[src/rtl/pipe_hazard_ctrl_pkg.sv]
// Shared types and constants for the OTTER pipeline hazard controller.
package pipe_ctrl_pkg;

  typedef enum logic {
    MEM_IDLE = 1'b0,
    MEM_WAIT = 1'b1
  } mem_state_t;

  typedef logic [1:0] fwd_sel_t;

  localparam fwd_sel_t FWD_RF = 2'b00;
  localparam fwd_sel_t FWD_W  = 2'b01;
  localparam fwd_sel_t FWD_M  = 2'b10;

  localparam logic [1:0] RESULT_SRC_LOAD = 2'b01;

endpackage

[src/rtl/pipe_hazard_ctrl_if.sv]
// Datapath <-> hazard controller bundle. The master is the datapath, the slave the controller.
interface pipe_hazard_ctrl_if #(
  parameter int REG_ADDR_W = 5
);
  import pipe_ctrl_pkg::*;

  logic [REG_ADDR_W-1:0] Rs1D, Rs2D, Rs1E, Rs2E, RdE, RdM, RdW;
  logic [1:0]            ResultSrcE;
  logic                  PCSrcE, RegWriteM, RegWriteW;

  // Memory handshake: MemReqOut is held high from the first request cycle until the
  // cycle MemAckM is seen (or the wait times out); the access completes on that edge.
  logic                  MemReqM, MemAckM, MemReqOut, MemErr;

  fwd_sel_t              ForwardAE, ForwardBE;
  logic                  StallF, StallD, StallE, StallM;
  logic                  FlushD, FlushE, FlushW;
  logic [31:0]           PerfLuCnt, PerfMemCnt;
  mem_state_t            mem_state_dbg;

  modport master (
    output Rs1D, Rs2D, Rs1E, Rs2E, RdE, RdM, RdW, ResultSrcE, PCSrcE,
           RegWriteM, RegWriteW, MemReqM, MemAckM,
    input  ForwardAE, ForwardBE, StallF, StallD, StallE, StallM,
           FlushD, FlushE, FlushW, MemReqOut, MemErr, PerfLuCnt, PerfMemCnt,
           mem_state_dbg
  );

  modport slave (
    input  Rs1D, Rs2D, Rs1E, Rs2E, RdE, RdM, RdW, ResultSrcE, PCSrcE,
           RegWriteM, RegWriteW, MemReqM, MemAckM,
    output ForwardAE, ForwardBE, StallF, StallD, StallE, StallM,
           FlushD, FlushE, FlushW, MemReqOut, MemErr, PerfLuCnt, PerfMemCnt,
           mem_state_dbg
  );

endinterface

[src/rtl/pipe_hazard_ctrl_fwd_unit.sv]
// Forwarding select for one E-stage ALU operand; the M-stage result wins over W.
module fwd_unit
  import pipe_ctrl_pkg::*;
#(
  parameter int REG_ADDR_W = 5
) (
  input  logic [REG_ADDR_W-1:0] rs_e,
  input  logic                  reg_write_m,
  input  logic [REG_ADDR_W-1:0] rd_m,
  input  logic                  reg_write_w,
  input  logic [REG_ADDR_W-1:0] rd_w,
  output fwd_sel_t              fwd_sel
);

  always_comb begin
    fwd_sel = FWD_RF;
    if (reg_write_m && (rd_m != '0) && (rd_m == rs_e)) begin
      fwd_sel = FWD_M;
    end else if (reg_write_w && (rd_w != '0) && (rd_w == rs_e)) begin
      fwd_sel = FWD_W;
    end
  end

endmodule

[src/rtl/pipe_hazard_ctrl.sv]
// Hazard/sequencing controller for the 5-stage OTTER core: forwarding, load-use, branch
// flush and data-memory wait FSM. Stall-cycle counters are built only with HAZARD_PERF_EN.
module pipe_hazard_ctrl
  import pipe_ctrl_pkg::*;
#(
  parameter int MEM_TIMEOUT = 15,
  parameter int REG_ADDR_W  = 5
) (
  input  logic               CLK,
  input  logic               RST_N,
  pipe_hazard_ctrl_if.slave  hz
);

  localparam int                CNT_W    = $clog2(MEM_TIMEOUT + 1);
  localparam logic [CNT_W-1:0]  CNT_LAST = CNT_W'(MEM_TIMEOUT - 1);

  mem_state_t       state_q, state_d;
  logic [CNT_W-1:0] cnt_q, cnt_d;
  logic             mem_err_q, mem_err_d;
  logic             mem_stall, lw_stall, mem_req_out;
  fwd_sel_t         fwd_a, fwd_b;

  fwd_unit #(.REG_ADDR_W(REG_ADDR_W)) u_fwd_a (
    .rs_e        (hz.Rs1E),
    .reg_write_m (hz.RegWriteM),
    .rd_m        (hz.RdM),
    .reg_write_w (hz.RegWriteW),
    .rd_w        (hz.RdW),
    .fwd_sel     (fwd_a)
  );

  fwd_unit #(.REG_ADDR_W(REG_ADDR_W)) u_fwd_b (
    .rs_e        (hz.Rs2E),
    .reg_write_m (hz.RegWriteM),
    .rd_m        (hz.RdM),
    .reg_write_w (hz.RegWriteW),
    .rd_w        (hz.RdW),
    .fwd_sel     (fwd_b)
  );

  assign lw_stall = (hz.ResultSrcE == RESULT_SRC_LOAD) && (hz.RdE != '0) &&
                    ((hz.RdE == hz.Rs1D) || (hz.RdE == hz.Rs2D));

  always_ff @(posedge CLK or negedge RST_N) begin
    if (!RST_N) begin
      state_q   <= MEM_IDLE;
      cnt_q     <= '0;
      mem_err_q <= 1'b0;
    end else begin
      state_q   <= state_d;
      cnt_q     <= cnt_d;
      mem_err_q <= mem_err_d;
    end
  end

  // The timeout cycle itself releases the pipeline; the error pulse follows one cycle later.
  always_comb begin
    state_d     = state_q;
    cnt_d       = cnt_q;
    mem_err_d   = 1'b0;
    mem_stall   = 1'b0;
    mem_req_out = hz.MemReqM;
    case (state_q)
      MEM_IDLE: begin
        if (hz.MemReqM && !hz.MemAckM) begin
          mem_stall = 1'b1;
          state_d   = MEM_WAIT;
          cnt_d     = CNT_W'(1);
        end
      end
      MEM_WAIT: begin
        mem_req_out = 1'b1;
        if (hz.MemAckM) begin
          state_d = MEM_IDLE;
          cnt_d   = '0;
        end else if (cnt_q == CNT_LAST) begin
          state_d   = MEM_IDLE;
          cnt_d     = '0;
          mem_err_d = 1'b1;
        end else begin
          cnt_d     = cnt_q + CNT_W'(1);
          mem_stall = 1'b1;
        end
      end
      default: begin
        state_d = MEM_IDLE;
        cnt_d   = '0;
      end
    endcase
  end

  logic stall_f, stall_d, stall_e, stall_m, flush_d, flush_e, flush_w;
  fwd_sel_t fwd_a_o, fwd_b_o;
  logic mem_req_o;

  // A memory wait freezes everything and drops E/D flushes; the held E stage re-raises them.
  always_comb begin
    stall_f   = 1'b0;
    stall_d   = 1'b0;
    stall_e   = 1'b0;
    stall_m   = 1'b0;
    flush_d   = 1'b0;
    flush_e   = 1'b0;
    flush_w   = 1'b0;
    fwd_a_o   = fwd_a;
    fwd_b_o   = fwd_b;
    mem_req_o = mem_req_out;
    if (!RST_N) begin
      flush_d   = 1'b1;
      flush_e   = 1'b1;
      flush_w   = 1'b1;
      fwd_a_o   = FWD_RF;
      fwd_b_o   = FWD_RF;
      mem_req_o = 1'b0;
    end else if (mem_stall) begin
      stall_f = 1'b1;
      stall_d = 1'b1;
      stall_e = 1'b1;
      stall_m = 1'b1;
      flush_w = 1'b1;
    end else begin
      stall_f = lw_stall;
      stall_d = lw_stall;
      flush_e = lw_stall || hz.PCSrcE;
      flush_d = hz.PCSrcE;
    end
  end

  assign hz.StallF        = stall_f;
  assign hz.StallD        = stall_d;
  assign hz.StallE        = stall_e;
  assign hz.StallM        = stall_m;
  assign hz.FlushD        = flush_d;
  assign hz.FlushE        = flush_e;
  assign hz.FlushW        = flush_w;
  assign hz.ForwardAE     = fwd_a_o;
  assign hz.ForwardBE     = fwd_b_o;
  assign hz.MemReqOut     = mem_req_o;
  assign hz.MemErr        = mem_err_q;
  assign hz.mem_state_dbg = state_q;

`ifdef HAZARD_PERF_EN
  logic [31:0] perf_lu_q, perf_lu_d, perf_mem_q, perf_mem_d;

  always_comb begin
    perf_lu_d  = perf_lu_q;
    perf_mem_d = perf_mem_q;
    if (lw_stall && !mem_stall && (perf_lu_q != 32'hFFFF_FFFF)) begin
      perf_lu_d = perf_lu_q + 32'd1;
    end
    if (mem_stall && (perf_mem_q != 32'hFFFF_FFFF)) begin
      perf_mem_d = perf_mem_q + 32'd1;
    end
  end

  always_ff @(posedge CLK or negedge RST_N) begin
    if (!RST_N) begin
      perf_lu_q  <= '0;
      perf_mem_q <= '0;
    end else begin
      perf_lu_q  <= perf_lu_d;
      perf_mem_q <= perf_mem_d;
    end
  end

  assign hz.PerfLuCnt  = perf_lu_q;
  assign hz.PerfMemCnt = perf_mem_q;
`else
  assign hz.PerfLuCnt  = 32'd0;
  assign hz.PerfMemCnt = 32'd0;
`endif

endmodule
[src/flat_wrapper.sv]
// flat-port wrapper written by rule: the top's interface ports become plain ports
module pipe_hazard_ctrl_flat import pipe_ctrl_pkg::*;
#(
  parameter int MEM_TIMEOUT = 15,
  parameter int REG_ADDR_W  = 5
)
  (CLK, RST_N, hz_Rs1D, hz_Rs2D, hz_Rs1E, hz_Rs2E, hz_RdE, hz_RdM, hz_RdW, hz_ResultSrcE, hz_PCSrcE, hz_RegWriteM, hz_RegWriteW, hz_MemReqM, hz_MemAckM, hz_ForwardAE, hz_ForwardBE, hz_StallF, hz_StallD, hz_StallE, hz_StallM, hz_FlushD, hz_FlushE, hz_FlushW, hz_MemReqOut, hz_MemErr, hz_PerfLuCnt, hz_PerfMemCnt, hz_mem_state_dbg);
  pipe_hazard_ctrl_if #(.REG_ADDR_W(REG_ADDR_W)) hz_i ();
  input  logic CLK;
  input  logic RST_N;
  input wire logic [$bits(hz_i.Rs1D)-1:0] hz_Rs1D;
  input wire logic [$bits(hz_i.Rs2D)-1:0] hz_Rs2D;
  input wire logic [$bits(hz_i.Rs1E)-1:0] hz_Rs1E;
  input wire logic [$bits(hz_i.Rs2E)-1:0] hz_Rs2E;
  input wire logic [$bits(hz_i.RdE)-1:0] hz_RdE;
  input wire logic [$bits(hz_i.RdM)-1:0] hz_RdM;
  input wire logic [$bits(hz_i.RdW)-1:0] hz_RdW;
  input wire logic [$bits(hz_i.ResultSrcE)-1:0] hz_ResultSrcE;
  input wire logic [$bits(hz_i.PCSrcE)-1:0] hz_PCSrcE;
  input wire logic [$bits(hz_i.RegWriteM)-1:0] hz_RegWriteM;
  input wire logic [$bits(hz_i.RegWriteW)-1:0] hz_RegWriteW;
  input wire logic [$bits(hz_i.MemReqM)-1:0] hz_MemReqM;
  input wire logic [$bits(hz_i.MemAckM)-1:0] hz_MemAckM;
  output wire logic [$bits(hz_i.ForwardAE)-1:0] hz_ForwardAE;
  output wire logic [$bits(hz_i.ForwardBE)-1:0] hz_ForwardBE;
  output wire logic [$bits(hz_i.StallF)-1:0] hz_StallF;
  output wire logic [$bits(hz_i.StallD)-1:0] hz_StallD;
  output wire logic [$bits(hz_i.StallE)-1:0] hz_StallE;
  output wire logic [$bits(hz_i.StallM)-1:0] hz_StallM;
  output wire logic [$bits(hz_i.FlushD)-1:0] hz_FlushD;
  output wire logic [$bits(hz_i.FlushE)-1:0] hz_FlushE;
  output wire logic [$bits(hz_i.FlushW)-1:0] hz_FlushW;
  output wire logic [$bits(hz_i.MemReqOut)-1:0] hz_MemReqOut;
  output wire logic [$bits(hz_i.MemErr)-1:0] hz_MemErr;
  output wire logic [$bits(hz_i.PerfLuCnt)-1:0] hz_PerfLuCnt;
  output wire logic [$bits(hz_i.PerfMemCnt)-1:0] hz_PerfMemCnt;
  output wire logic [$bits(hz_i.mem_state_dbg)-1:0] hz_mem_state_dbg;
  assign hz_i.Rs1D = hz_Rs1D;
  assign hz_i.Rs2D = hz_Rs2D;
  assign hz_i.Rs1E = hz_Rs1E;
  assign hz_i.Rs2E = hz_Rs2E;
  assign hz_i.RdE = hz_RdE;
  assign hz_i.RdM = hz_RdM;
  assign hz_i.RdW = hz_RdW;
  assign hz_i.ResultSrcE = hz_ResultSrcE;
  assign hz_i.PCSrcE = hz_PCSrcE;
  assign hz_i.RegWriteM = hz_RegWriteM;
  assign hz_i.RegWriteW = hz_RegWriteW;
  assign hz_i.MemReqM = hz_MemReqM;
  assign hz_i.MemAckM = hz_MemAckM;
  assign hz_ForwardAE = hz_i.ForwardAE;
  assign hz_ForwardBE = hz_i.ForwardBE;
  assign hz_StallF = hz_i.StallF;
  assign hz_StallD = hz_i.StallD;
  assign hz_StallE = hz_i.StallE;
  assign hz_StallM = hz_i.StallM;
  assign hz_FlushD = hz_i.FlushD;
  assign hz_FlushE = hz_i.FlushE;
  assign hz_FlushW = hz_i.FlushW;
  assign hz_MemReqOut = hz_i.MemReqOut;
  assign hz_MemErr = hz_i.MemErr;
  assign hz_PerfLuCnt = hz_i.PerfLuCnt;
  assign hz_PerfMemCnt = hz_i.PerfMemCnt;
  assign hz_mem_state_dbg = hz_i.mem_state_dbg;
  pipe_hazard_ctrl #(.MEM_TIMEOUT(MEM_TIMEOUT), .REG_ADDR_W(REG_ADDR_W)) u_core (.CLK(CLK), .RST_N(RST_N), .hz(hz_i));
endmodule
[config.mk]
export PLATFORM = sky130hd
export DESIGN_NAME = pipe_hazard_ctrl_flat
export DESIGN_NICKNAME = d
export VERILOG_FILES = /design/src/rtl/pipe_hazard_ctrl_pkg.sv /design/src/rtl/pipe_hazard_ctrl_if.sv /design/src/rtl/pipe_hazard_ctrl_fwd_unit.sv /design/src/rtl/pipe_hazard_ctrl.sv /design/src/flat_wrapper.sv
export SDC_FILE = /design/constraint.sdc
export NUM_CORES = 1
export LEC_CHECK = 0
export CORE_ASPECT_RATIO = 0.6
export CORE_MARGIN = 3
export CORE_UTILIZATION = 28
export CTS_CLUSTER_DIAMETER = 60
export DETAILED_ROUTE_END_ITERATION = 12
export PLACE_DENSITY = 0.78
export SLEW_MARGIN = 20
export SYNTH_ARGS = -nofsm -noshare
export SYNTH_HDL_FRONTEND = slang
export SYNTH_SLANG_ARGS = --single-unit
[constraint.sdc]
create_clock -name CLK -period 1.6 [get_ports CLK]
set_clock_uncertainty 0.05 [all_clocks]
set_input_delay 0.16 -clock CLK [delete_from_list [all_inputs] [get_ports CLK]]
set_output_delay 0.16 -clock CLK [all_outputs]
set_load 0.01 [all_outputs]
======== Yosys cells after proc, flatten, opt, wreduce, memory -nomap -nowiden ========
Index checks and enable logic that the tools add are counted.
Widths: inputs -> output; s select.
cells by class
  add/subtract/negate cells ............... 1
  eq/ne operators ......................... 9
  mux-type cells .......................... 28
  bitwise gates (word level) .............. 1
  reductions and logical operators ........ 15
operators with widths
  kind                 number
  $eq 5x5->1           6
  $mux 1               19
  $reduce_bool 5->1    3
  $mux 4               3
  $logic_and 1x1->1    9
  $mux 2               4
  $pmux 4 s2           1
  $add 4x1->4 const B  1
  $eq 4x4->1 const B   1
  $eq 2x1->1 const B   1
  $logic_or 1x1->1     2
  $ne 2x1->1 const B   1
  $pmux 1 s2           1
  $logic_not 1->1      1
  $not 1->1            1
storage, ports and cells
  register bits ........................... 6
  bits of input ports ..................... 44
  output and inout bits ................... 78
  logic and storage cells ................. 57

======== Depth between registers and ports, before layout ========
Gate-level depths: netlist (run 1).
  word-level depth ........................ 6
  depth in mapped cells ................... 7
  depth with buffers taken out ............ 6

======== Modules after synthesis ========
A second synthesis (run 1) with hierarchy kept.
unflattened totals
  cells, all modules ...................... 172
  area total of the unflattened synthesis .. 1323.8 µm²
modules (own cells, without submodules)
  module            instances  cells each  area an instance (µm²)  seq. area each (µm²)
  pipe_hazard_ctrl  1          132         1021.0                  150.1
  fwd_unit          2          20          151.4                   0.0

======== Least setup slack after synthesis (run 1) ========
Ideal clock, no wire load.
  kind .................................... register to output
  start ................................... register u_core.cnt_q[0]
  end ..................................... output hz_StallF
  data arrival time ....................... 1.641 ns
  required time ........................... 1.390 ns
  path slack .............................. -0.251 ns
  cell stages (with the launch flop) ...... 8
  buffers on the path ..................... 1
  cell sequence ........................... dfrtp_1 inv_1 ha_1 and3_1 a211oi_2 and2_1 o21bai_1 buf_4
on the way
  word-level cells in the longest chain between the ends .. 6
ends and longest elaborated chain
  item                    RTL line                RTL
  start, declared         pipe_hazard_ctrl.sv:18  logic [CNT_W-1:0] cnt_q, cnt_d;
  start signal, assigned  pipe_hazard_ctrl.sv:51  cnt_q <= cnt_d;
  $eq 4x4->1              pipe_hazard_ctrl.sv:76  end else if (cnt_q == CNT_LAST) begin
  $mux 1                  pipe_hazard_ctrl.sv:76
  $mux 1                  pipe_hazard_ctrl.sv:73  if (hz.MemAckM) begin
  $pmux 1 s2              pipe_hazard_ctrl.sv:63  case (state_q)
  net u_core.mem_stall    pipe_hazard_ctrl.sv:20  logic mem_stall, lw_stall, mem_req_out;
  $mux 1 (2 in a row)     --
  end, declared           flat_wrapper.sv:26      output wire logic [$bits(hz_i.StallF)-1:0] hz_StallF;
The timed path passes the listed nets, and every way through them passes these cells.

======== Worst setup path in the final report (run 1) ========
  start ................................... register u_core.cnt_q[1]
  end ..................................... output hz_StallF
on the way
  word-level cells in the longest chain between the ends .. 6
ends and longest elaborated chain
  item                  RTL line                 RTL
  $eq 4x4->1            pipe_hazard_ctrl.sv:76
  $mux 1                pipe_hazard_ctrl.sv:76
  $mux 1                pipe_hazard_ctrl.sv:73
  $pmux 1 s2            pipe_hazard_ctrl.sv:63
  net u_core.mem_stall  pipe_hazard_ctrl.sv:20
  $mux 1                pipe_hazard_ctrl.sv:115  end else if (mem_stall) begin
  $mux 1                pipe_hazard_ctrl.sv:108  if (!RST_N) begin
The timed path passes the listed nets, and every way through them passes these cells.

==> results of run 1 <==
how the worst min path moves through the flow:
stage / from / to / slack (ps) / cells past startpoint
final: RST_N / u_core.cnt_q[3]$_DFFE_PN0P_ / 20 / 2
after detailed placement: u_core.cnt_q[3]$_DFFE_PN0P_ / u_core.cnt_q[3]$_DFFE_PN0P_ / 540 / 3
after global routing: RST_N / u_core.cnt_q[3]$_DFFE_PN0P_ / 20 / 2
after CTS: RST_N / u_core.cnt_q[3]$_DFFE_PN0P_ / 40 / 2
after global placement: u_core.cnt_q[3]$_DFFE_PN0P_ / u_core.cnt_q[3]$_DFFE_PN0P_ / 530 / 3
after floorplan: RST_N / u_core.cnt_q[0]$_DFFE_PN0P_ / -190 / 0
what timing repair did:
action,4_1_cts,5_1_grt
resized for setup,123,4
hold buffers,0,0
endpoints found under the setup margin,12,11
pin swaps,14,2
setup buffers,5,1
power by group through the flow:
stage / clock, W / combinational (W) / sequential, W
finish: 0.000228 / 0.000486 / 0.000176
floorplan: 0 / 0.000313 / 0.000180
global route: 0.000243 / 0.000527 / 0.000177
CTS: 0.000235 / 0.000474 / 0.000175
global placement: 0 / 0.000448 / 0.000175
detailed placement: 0 / 0.000457 / 0.000176
cells in the mapped netlist, drive strengths merged:
cell type / number
buf: 66
conb: 1
and3: 1
nor3: 3
and2: 4
xor2: 25
o21ai: 4
a31oi: 1
a21oi: 2
mux2i: 1
o22ai: 1
nor2b: 3
a22oi: 1
a22o: 1
nor4: 4
o21bai: 2
nand2: 5
nand3: 4
a211oi: 1
nand2b: 3
inv: 3
nor2: 4
or4: 4
dfrtp: 6
xnor2: 6
ha: 2
o211ai: 1
metrics by stage:
step	std cells	power, W	hold WS, ps
after floorplan	222	0.0004933	-185.6
after global placement	300	0.0006235	531.2
after detailed placement	300	0.0006332	542.7
after CTS	308	0.0008844	43.21
after global routing	308	0.0009468	18.94
final	308	0.0008890	19.74
routing by layer:
layer,share of wire [%],track usage [%],vias to the layer above
met1,42,15.82,503
met5,0,0,-
met4,0.45,1.253,0
li1,-,-,568
met3,3.6,2.075,2
met2,54,21.39,28
area by class of cell:
cell class / count / area (um2)
Clock buffer: 3 / 41.29
Fill cell: 445 / 2230
Inverter: 3 / 11.26
Multi-Input combinational cell: 147 / 954.7
Sequential cell: 6 / 151.4
Tap cell: 60 / 75.07
Timing Repair Buffer: 89 / 770.7
state kept, by name, indices dropped and copies added (netlist names):
| signal | cells |
|---|---|
| u_core.cnt_q | 4 |
| u_core.hz.MemErr | 1 |
| u_core.hz.mem_state_dbg | 1 |
cell families (layout without fill, tap and decap cells):
logic type               count (synthesis)  in the layout  synth area share (%)
adder cells (fa/ha/maj)                  2              2                 1.966
flip-flops                               6              6                 11.80
AND/OR/NAND/NOR                         35             35                 16.32
AO/OA/AOI/OAI                           14             14                 7.670
multiplexers                             1              1                0.7867
XOR/XNOR                                31             31                 21.34
buffers and inverters                   69             95                 39.82
other                                    1             64                0.2947
critical path: stages (launching register included):
cell      delay (ps)
dfrtp_1          400
ha_4             170
and3_4           150
a211oi_4         260
buf_4            160
and2_4           130
o21bai_4         120
buf_6            120
==> impl_metrics.json, run 1 <==
{
  "run_status": "finished with violations",
  "violations": "negative setup slack",
  "switching_share_pct": 35.81,
  "track_usage_pct": 12.00,
  "cts_tree": "yes",
  "htree_levels": 1,
  "numCtsBuffers": 3,
  "worst_ir_drop_vdd_mv": 0.5513,
  "die_area_um2": 5416,
  "layout.nets": 296,
  "die_w_um": 93.03,
  "power_leakage_nw": 0.9766,
  "startpoint": "u_core.cnt_q[1]$_DFFE_PN0P_",
  "reg2reg_depth": 5,
  "rows": 18,
  "powerDensity_nw_per_um2": 443.5,
  "fin_crit_ps": 1942,
  "final_area_um2": 2004,
  "synthCells": 159,
  "clock_power_share_pct": 25.6,
  "hold_violations": 0,
  "dp_slack_ps": -869.5,
  "r2r_end": "u_core.cnt_q[2]$_DFFE_PN0P_",
  "hpwl_mm": 3.177,
  "ioPinCount": 122,
  "r2r_start": "u_core.cnt_q[0]$_DFFE_PN0P_",
  "grt_pass1_wl_mm": 5.119,
  "power_frac_seq_pct": 19.8,
  "yosysUniqueCellTypes": 31,
  "worstSetupEndpoint": "hz_StallF",
  "setup_ws_ps": -342.0,
  "final_core_util_pct": 47.34,
  "drive_above_1_share_pct": 30.65,
  "placedInstanceArea_um2": 1901,
  "cts_sinks": 6,
  "setup_violations": 11,
  "yosysSeqAreaShare_pct": 11.80,
  "synth_area_leaders": "buf_4 39%, xor2_1 17%, dfrtp_1 12%",
  "start_util_pct": 30.05,
  "gp_congestion": 0.8593,
  "num_antenna_cells": 0,
  "vias_per_cell": 3.575,
  "synth_area_um2": 1272,
  "slew_viol_final": 0,
  "cp.required_ps": 1390,
  "clk_latency_ps": 230,
  "drtPass1Iterations": 4,
  "drcViolationCount": 0,
  "most-common-layout-cells": "64 x conb_1, 28 x buf_4, 25 x xor2_1, 25 x clkdlybuf4s50_1, 14 x buf_6",
  "r2r_setup_slack_ps": 310,
  "tns_ps": -2356,
  "syn_avg_cell_area_um2": 8.003,
  "clkTransAtPathRegs_ps": 40,
  "maxCapViolCount": 0,
  "critPathLaunchType": "flop",
  "wirelength_mm": 3.561,
  "internal-power_w": 0.0005707,
  "grt_overflow": 0,
  "combPwrFrac_pct": 54.6,
  "die_h_um": 58.22,
  "yosys.area.top_type_share_pct": 38.94,
  "ys_ff_latch": 6,
  "cp_max_fo": 3,
  "crit_type": "flop to output pin",
  "rsz0062_at_grt": "true",
  "clock_tree.root_cell": "clkbuf_8",
  "grt_pass1_vias": 1077,
  "detail-route-antenna-nets": 0,
  "p_switching_w": 0.0003183,
  "fin_crit_sh_pct": 121.4,
  "grt_max_degree": 14,
  "yosysTopAreaCell": "buf_4",
  "antenna_found_initial": 0,
  "wl_per_cell_um": 11.56,
  "fp.coreArea_um2": 4234,
  "critPathCaptureType": "output pin",
  "drt_iter0_drc": 22,
  "ctsLongestPathBuffers": 2,
  "cp.arrival_ps": 1730,
  "max_freq_mhz": 514.9,
  "ys_warn_count": 0,
  "layout_commonest_cell": "conb_1",
  "portBuffers": 57,
  "hp-class": "primary input to asynchronous set/reset pin",
  "syn_to_final_growth_pct": 57.52,
  "vias": 1101
}
No activity file was read; power rests on OpenSTA's default activity.
==> inputs of run 2 (changes only) <==
- CORE_UTILIZATION: 28 -> 33
- PLACE_DENSITY: 0.78 -> 0.86
- SETUP_SLACK_MARGIN: not set -> 0.4
- clock period: 1.6 -> 2.32 ns (I/O delays scaled with it)
==> run 2 against run 1 <==
  * The run now ends clean
  * Worst setup slack improved by 740 ps
  * Sequential share of layout area increased by 0.41 points
  * Die area decreased by 14%
  * Hold slack improved by 80 ps
  * Critical path type is now primary input to output pin
  * Critical endpoint is now hz_ForwardBE[0]
  * Largest cell class unchanged
==> impl_metrics.json, run 2 (same netlist as run 1, synthesis figures left out) <==
{
  "run_status": "finished, final reports clean",
  "powerDensity_nw_per_um2": 310.2,
  "die_area_um2": 4662,
  "final_area_um2": 1886,
  "r2r_start": "u_core.cnt_q[0]$_DFFE_PN0P_",
  "htree_levels": 1,
  "startpoint": "hz_RdM[1]",
  "power_leakage_nw": 0.9348,
  "fin_crit_ps": 1926,
  "clkTransAtPathRegs_ps": 40,
  "ctsLongestPathBuffers": 2,
  "layout.nets": 283,
  "clk_latency_ps": 220,
  "grt_overflow": 0,
  "grt_pass1_wl_mm": 4.864,
  "portBuffers": 57,
  "cts_hold_buf": 0,
  "hold_violations": 0,
  "tns_ps": 0,
  "drcViolationCount": 0,
  "most-common-layout-cells": "64 x conb_1, 26 x clkdlybuf4s50_1, 25 x xor2_1",
  "max_freq_mhz": 519.3,
  "die_w_um": 86.17,
  "cp_max_fo": 2,
  "fillers": 304,
  "regMostFlops": "u_core.cnt_q",
  "cts_sinks": 6,
  "cts_tree": "yes",
  "cp.required_ps": 2040,
  "reg2reg_depth": 5,
  "dp_cells": 272,
  "layout_commonest_cell": "conb_1",
  "antenna_found_initial": 0,
  "fin_cells": 280,
  "start_util_pct": 36.74,
  "worstSetupEndpoint": "hz_ForwardBE[0]",
  "setup_violations": 0,
  "vias": 1098,
  "rows": 16,
  "grt_pass1_vias": 1015,
  "drt_iter0_drc": 25,
  "syn_to_final_growth_pct": 48.18,
  "r2r_end": "u_core.cnt_q[2]$_DFFE_PN0P_",
  "setup_ws_ps": 394.4,
  "maxCapViolCount": 0,
  "grt_max_degree": 14,
  "worst_ir_drop_vdd_mv": 0.2882,
  "die_h_um": 54.10,
  "vias_per_cell": 3.921,
  "numCtsBuffers": 3,
  "clock_tree.root_cell": "clkbuf_8",
  "hp-class": "primary input to asynchronous set/reset pin",
  "detail-route-antenna-nets": 0,
  "ioPinCount": 122,
  "drtPass1Iterations": 4,
  "fp.coreArea_um2": 3463,
  "fin_crit_sh_pct": 83.00,
  "cp.arrival_ps": 1640,
  "hpwl_mm": 3.016,
  "slew_viol_final": 0,
  "crit_type": "primary input to output pin",
  "num_antenna_cells": 0,
  "placedInstanceArea_um2": 1748,
  "largest_reg_flops": 4,
  "critPathLaunchType": "primary input",
  "drive_above_1_share_pct": 24.26,
  "r2r_setup_slack_ps": 1010,
  "critPathCaptureType": "output pin",
  "wl_per_cell_um": 12.74,
  "wirelength_mm": 3.567,
  "dp_slack_ps": -255.7,
  "rsz0062_at_grt": "true",
  "gp_congestion": 0.8555,
  "track_usage_pct": 13.41,
  "whs_ps": 99.51
}
## run 2: changes by cell type in the layout (fill, tap and decap cells not counted), sizes merged
cell	previous run	this run
buf	53	29
clkbuf	4	7
clkdlybuf4s50	25	26
dlygate4sd2	7	12
dlymetal6s2s	0	2
## run 2: cell type report
type | instances | area [um2] | share of cell area [%]
multi-input cells | 147 | 969.7 | 51.43
inverters | 3 | 11.26 | 0.5972
repair buffers | 76 | 656.9 | 34.84
flip-flops and latches | 6 | 150.1 | 7.963
well taps | 45 | 56.30 | 2.986
clock buffers | 3 | 41.29 | 2.190
## run 2: worst min-delay path by stage
stage                                startpoint                          end  slack (ps)  cells past startpoint
finish                                    RST_N  u_core.cnt_q[3]$_DFFE_PN0P_         100                      2
global route                              RST_N  u_core.cnt_q[3]$_DFFE_PN0P_          90                      2
CTS                                       RST_N  u_core.cnt_q[3]$_DFFE_PN0P_          80                      2
detailed placement  u_core.cnt_q[3]$_DFFE_PN0P_  u_core.cnt_q[3]$_DFFE_PN0P_         480                      2
global placement    u_core.cnt_q[1]$_DFFE_PN0P_  u_core.cnt_q[1]$_DFFE_PN0P_         480                      2
floorplan                                 RST_N  u_core.cnt_q[0]$_DFFE_PN0P_        -110                      0
## run 2: where the power goes
| part | leakage (nW) | total (W) | switching, W | internal, W |
|---|---|---|---|---|
| registers | 0.0795 | 0.000122 | 0.00000902 | 0.000113 |
| clock network | 0.0216 | 0.000153 | 0.0000418 | 0.000111 |
| logic | 0.834 | 0.000310 | 0.000163 | 0.000147 |
| total | 0.935 | 0.000585 | 0.000214 | 0.000371 |
## run 2: metal layers
layer	GRT usage, %	vias to the layer above	part of all wire [%]
met3	2.599	4	4.8
met2	24.17	44	54
met5	0	-	0
li1	-	548	-
met1	16.74	502	40
met4	3.158	0	1.1
## run 2: worst max-delay path: stages
cell and delay (ps):
buf_6 90, or4_4 540, o21ai_4 200, buf_6 130
nor4_4 30, nor4_2 250, buf_2 160
## run 2: per-stage QoR
step                      total power, W  util, %
after floorplan                0.0003304        -
after global placement         0.0003962    50.47
after detailed placement       0.0003992    50.47
after CTS                      0.0005590    51.81
after global routing           0.0006248    54.44
final                          0.0005849    54.44
## run 2: timing repair
| action | 4_1_cts | 5_1_grt |
|---|---|---|
| resized for setup | 70 | 27 |
| setup endpoints to repair | 12 | 9 |
| pin swaps | 11 | 15 |
| setup buffers | 3 | 2 |
==> inputs of run 3 (changes only) <==
- CORE_UTILIZATION: 33 -> 31
- PLACE_DENSITY: 0.86 -> 0.82
- clock period: 2.32 -> 1.78 ns (I/O delays scaled with it)
==> run 3 against run 2 <==
  * The flow now finishes with violations (negative setup slack)
  * Clock power increased by 35%
  * First-iteration DRC count decreased by 68%
  * Hold slack improved by 440 ps
  * Final cell count increased by 8.2%
  * Sequential share of layout area decreased by 0.85 points
  * Non-clock buffer count increased by 21
  * Die area increased by 5.9%
  * Register-to-register slack got worse by 1200 ps
  * Critical endpoint is now u_core.cnt_q[0]$_DFFE_PN0P_
==> impl_metrics.json, run 3 (same netlist as run 1, synthesis figures left out) <==
{
  "die_w_um": 88.71,
  "power_frac_seq_pct": 18.1,
  "syn_to_final_growth_pct": 67.35,
  "layout.nets": 304,
  "switching_share_pct": 35.32,
  "internal-power_w": 0.0005701,
  "clock_power_share_pct": 23.3,
  "drt_iter0_drc": 8,
  "hold_violations": 0,
  "register_area_um2": 151.4,
  "ctsLongestPathBuffers": 2,
  "run_status": "finished with violations",
  "cp.required_ps": 1830,
  "setup_violations": 8,
  "num_antenna_cells": 0,
  "drive_above_1_share_pct": 33.59,
  "violations": "negative setup slack",
  "setup_ws_ps": -180.0,
  "fin_crit_ps": 1960,
  "numCtsBuffers": 3,
  "grt_pass1_wl_mm": 5.313,
  "multi_input_area_um2": 993.5,
  "detail-route-antenna-nets": 0,
  "final_area_um2": 2130,
  "hpwl_mm": 2.836,
  "p_switching_w": 0.0003113,
  "placedInstanceArea_um2": 1872,
  "largest_reg_flops": 4,
  "rsz0062_at_grt": "true",
  "min_from": "hz_MemReqM",
  "fillers": 373,
  "max_freq_mhz": 510.2,
  "cts_tree": "yes",
  "track_usage_pct": 13.44,
  "clkTransAtPathRegs_ps": 30,
  "antenna_found_initial": 0,
  "tns_ps": -1001,
  "power_leakage_nw": 1.057,
  "fin_crit_sh_pct": 110.1,
  "grt_pass1_vias": 1075,
  "hp-class": "primary input to flop",
  "startpoint": "u_core.cnt_q[0]$_DFFE_PN0P_",
  "layout_commonest_cell": "conb_1",
  "maxCapViolCount": 0,
  "grt_max_degree": 12,
  "critPathLaunchType": "flop",
  "worst_ir_drop_vdd_mv": 0.2033,
  "critPathCaptureType": "flop",
  "wirelength_mm": 3.608,
  "wl_per_cell_um": 11.91,
  "powerDensity_nw_per_um2": 413.9,
  "clk_latency_ps": 230,
  "whs_ps": 540.4,
  "fp.coreArea_um2": 3807,
  "cp_max_fo": 2,
  "rows": 17,
  "die_h_um": 55.63,
  "ioPinCount": 122,
  "die_area_um2": 4934,
  "clock_tree.root_cell": "clkbuf_8",
  "r2r_start": "u_core.cnt_q[0]$_DFFE_PN0P_",
  "cp.arrival_ps": 2010,
  "cts_sinks": 6,
  "drcViolationCount": 0,
  "start_util_pct": 33.42,
  "grt_overflow": 0,
  "drtPass1Iterations": 4,
  "crit_type": "flop to flop",
  "most-common-layout-cells": "64 x conb_1, 30 x buf_4, 25 x xor2_1",
  "slew_viol_final": 0,
  "vias": 1202,
  "vias_per_cell": 3.967,
  "portBuffers": 57,
  "combPwrFrac_pct": 58.6,
  "htree_levels": 1,
  "gp_congestion": 0.9114,
  "regMostFlops": "u_core.cnt_q"
}
## run 3: cell types whose count changed in the layout (fill, tap and decap cells not counted), sizes merged
| cell | previous run | this run |
|---|---|---|
| buf | 29 | 59 |
| clkbuf | 7 | 4 |
| clkdlybuf4s50 | 26 | 23 |
| dlygate4sd2 | 12 | 8 |
| dlygate4sd3 | 0 | 1 |
## run 3: worst max-delay path, cell delays in order (launching register included)
cell	delay [ps]
dfrtp_1	370
inv_2	70
buf_4	130
buf_6	100
buf_4	110
buf_4	120
buf_6	100
buf_6	100
buf_6	100
buf_6	110
buf_6	100
buf_6	110
a31oi_4	150
o22ai_2	90
## run 3: cell type report
type / count / area share, %
timing repair buffer: 97 / 41.01
tap: 47 / 2.761
multi-input combinational: 147 / 46.65
clock buffer: 3 / 1.939
sequential: 6 / 7.109
inverter: 3 / 0.5288
## run 3: metrics by stage
stage | worst slack [ps] | instances | util, % | total power (W)
CTS | -196.9 | 297 | 52.91 | 0.0008226
floorplan | 143.0 | 222 | - | 0.0004508
detailed placement | -784.7 | 282 | 49.16 | 0.0005611
global placement | -742.8 | 282 | 49.16 | 0.0005564
global route | -233.4 | 303 | 55.93 | 0.0009365
finish | -180.0 | 303 | 55.93 | 0.0008814
## run 3: power by group through the flow
stage | Combinational [W] | Clock (W) | Sequential (W)
floorplan | 0.000289 | 0 | 0.000162
detailed placement | 0.000402 | 0 | 0.000160
global placement | 0.000397 | 0 | 0.000159
global route | 0.000559 | 0.000218 | 0.000160
CTS | 0.000454 | 0.000210 | 0.000158
finish | 0.000517 | 0.000206 | 0.000159
## run 3: worst paths after layout
check                                                    end  slack (ps)  depth (start not counted)
min in group asynchronous        u_core.cnt_q[3]$_DFFE_PN0P_         570                          3
hold / removal                   u_core.cnt_q[1]$_DFFE_PN0P_         540                          4
setup / recovery                 u_core.cnt_q[0]$_DFFE_PN0P_        -180                         13
max in group asynchronous  u_core.hz.mem_state_dbg$_DFF_PN0_         870                          3
hold reg to reg                  u_core.cnt_q[3]$_DFFE_PN0P_         570                          3
setup reg to reg                 u_core.cnt_q[0]$_DFFE_PN0P_        -180                         13
## run 3: timing repair
item / 4_1_cts / 5_1_grt
hold endpoints to repair: 0 / 6
pin swaps: 17 / 15
endpoints found under the setup margin: 13 / 13
setup buffers: 12 / 5
resized for setup: 109 / 31
hold buffers: 0 / 1
## run 3: layer usage
metal	routed length, um	GRT usage, %
met1	1253	15.14
met2	1983	24.84
met3	344	3.402
met4	27	3.233
met5	0	0
==> edit: new RTL, settings of run 3 <==
Build with the macro `HAZARD_PERF_EN` defined.
--- a/src/rtl/pipe_hazard_ctrl.sv
+++ b/src/rtl/pipe_hazard_ctrl.sv
@@ -1,5 +1,7 @@
 // Hazard/sequencing controller for the 5-stage OTTER core: forwarding, load-use, branch
 // flush and data-memory wait FSM. Stall-cycle counters are built only with HAZARD_PERF_EN.
+`define HAZARD_PERF_EN
+
 module pipe_hazard_ctrl
   import pipe_ctrl_pkg::*;
 #(
Formal check against the unedited RTL: not equivalent (a bounded check fails within 4 cycles, from zero or initial values and one cycle with RST_N low).
==> edit against run 3 <==
Sequential cell count rose by 64. Synthesized area grew to 3.2 times the old value. Fmax is 10% lower. Wire length rose to 3.9 times the old value. Worst setup slack got worse by 0.22 ns. The flow finishes with violations (hold timing, setup timing). Core utilization grew 6.6 points. Power increased to 5.5 times the old value. Final area rose to 3.6 times the old value. Global-route usage increased by 5.3 points. Largest power group is now sequential cells.
==> edit: results (changes against run 3) <==
| Metric | Value |
|---|---|
| Synth top area cells | dfrtp_1 (43%), xor2_1 (14%), xnor2_1 (5.4%) (was buf_4 (39%), xor2_1 (17%), dfrtp_1 (12%)) |
| Drt via density | 4.79 (was 3.97) |
| Leak pwr | 3.77 nW (was 1.06 nW) |
| Post-synthesis compound-gate area fraction | 0.0412 (was 0.0767) |
| Largest net degree at the start of global routing | 43 (was 12) |
| Initial antenna violation count | 0 (unchanged) |
| DR iter-0 viols | 117 (was 8) |
| Vias in the first global route | 4369 (was 1075) |
| Xor and xnor fraction of the mapped netlist area | 0.195 (was 0.213) |
| CTS Root Buffer Type | clkbuf_16 (was clkbuf_8) |
| Seq/Total Area, Yosys | 0.433 (was 0.118) |
| RePlAce Congestion | 0.856 (was 0.911) |
| Later-pin clock latency in the skew report | 0.33 ns (was 0.23 ns) |
| Crit path largest cell delay | 0.39 ns (was 0.37 ns) |
| Min-delay worst type | primary input to asynchronous set/reset pin (was primary input to flop) |
| Port Buffers | 121 (was 57) |
| Mux cell area share after synthesis | 0.0108 (was 0.00787) |
| Synth top cells by count | dfrtp_1 (70), xor2_1 (65), nand2_1 (34) (was buf_4 (66), xor2_1 (25), dfrtp_1 (6), xnor2_1 (6), nand2_1 (5)) |
| 1st-pass router iterations | 5 (was 4) |
| Final WS setup | -0.402 ns (was -0.180 ns) |
| Reg2Reg Depth | 10 (was 13) |
| Nets | 743 (was 304) |
| Failing checks | hold timing, setup timing (was setup timing) |
| Endpoints failing setup | 72 (was 8) |
| Deepest clock path buffer count | 2 (unchanged) |
| Hold Vio Cnt, Final | 33 (was 0) |
| Placed insts | 803 (was 282) |
| GR Util All Layers | 0.188 (was 0.134) |
| Clock slew at reported path FFs | 0.06 ns (was 0.03 ns) |
| WL final | 14000 um (was 3610 um) |
| Initial core utilization | 0.326 (was 0.334) |
| Crit-path leading delay family | simple AND/OR/NAND/NOR gates (was buffers and inverters) |
| Cell variety after synth | 50 (was 31) |
| DP HPWL | 10200 um (was 2840 um) |
| Worst vdd ir | 0.517 mV (was 0.203 mV) |
| WHS | -0.132 ns (was 0.540 ns) |
| Htree depth | 3 (was 1) |
| Status | finished, violations left (unchanged) |
| Setup TNS | -19.82 ns (was -1.00 ns) |
| Layout cells sized above 1 | 0.504 (was 0.336) |
| Adder-cell share of the synthesized area | 0.0124 (was 0.0197) |
| First-pass GRT wire length | 22000 um (was 5310 um) |
| Reg2reg end | u_core.hz.PerfLuCnt[18] (was u_core.cnt_q[0]) |
| Via count | 4135 (was 1202) |
| Crit Path Max Fanout | 9 (was 2) |
| Post-Syn Area per Cell | 10.4 um2 (was 8.00 um2) |
| Pre-CTS setup slack | -0.756 ns (was -0.785 ns) |
## edit: through the flow
| stage | total power [W] | instance area [um2] |
|---|---|---|
| global placement | 0.00285 | 6780 |
| floorplan | 0.00218 | 4450 |
| finish | 0.00481 | 7760 |
| CTS | 0.00471 | 7340 |
| detailed placement | 0.00291 | 6780 |
| global route | 0.00501 | 7760 |
## edit: how the worst max path moves through the flow
stage,end,slack (ns),depth (start not counted)
2_1_floorplan,u_core.hz.PerfMemCnt[23],-0.31,8
3_3_place_gp,hz_StallF,-0.75,8
3_5_place_dp,hz_StallF,-0.76,8
4_1_cts,u_core.hz.PerfLuCnt[26],-0.42,9
5_1_grt,u_core.hz.PerfLuCnt[18],-0.50,10
6_report,u_core.hz.PerfLuCnt[18],-0.40,10
## edit: what timing repair did
action                                  CTS  global route
gates resized for setup                 262           117
buffers inserted                         27            19
endpoints found under the setup margin  143           123
pin swaps                                35            37
hold endpoints to repair                 33            33
## edit: logic make-up (layout without fill, tap and decap cells)
kind of cell	after synthesis	after routing
and+or+nand+nor	184	184
buffers and inverters	18	327
adders and majority gates	4	4
muxes	4	4
AOI/OAI and AO/OA	20	20
xor gates and xnor gates	90	90
DFF	70	70
## edit: routing by layer
metal	vias to the layer above	global-route usage	wire [um]
li1	1983	-	-
met1	2031	0.232	5970
met2	103	0.332	7170
met3	18	0.0430	642
met4	0	0.0536	183
met5	-	0	0
## edit: area by class of cell
class / instances / area [um2]
flip-flops and latches: 70 / 1760
well taps: 165 / 206
clock inverters: 6 / 63.8
fillers: 951 / 4650
clock buffers: 9 / 225
inverters: 10 / 40.0
multi-input cells: 302 / 2880
repair buffers: 302 / 2590
## edit: power breakdown
| part | total (W) | internal (W) | switching, W | leakage, nW |
|---|---|---|---|---|
| combinational | 0.00125 | 0.000699 | 0.000551 | 2.70 |
| clock | 0.00178 | 0.00107 | 0.000704 | 0.137 |
| sequential | 0.00178 | 0.00170 | 0.0000808 | 0.934 |
| total | 0.00481 | 0.00347 | 0.00134 | 3.77 |
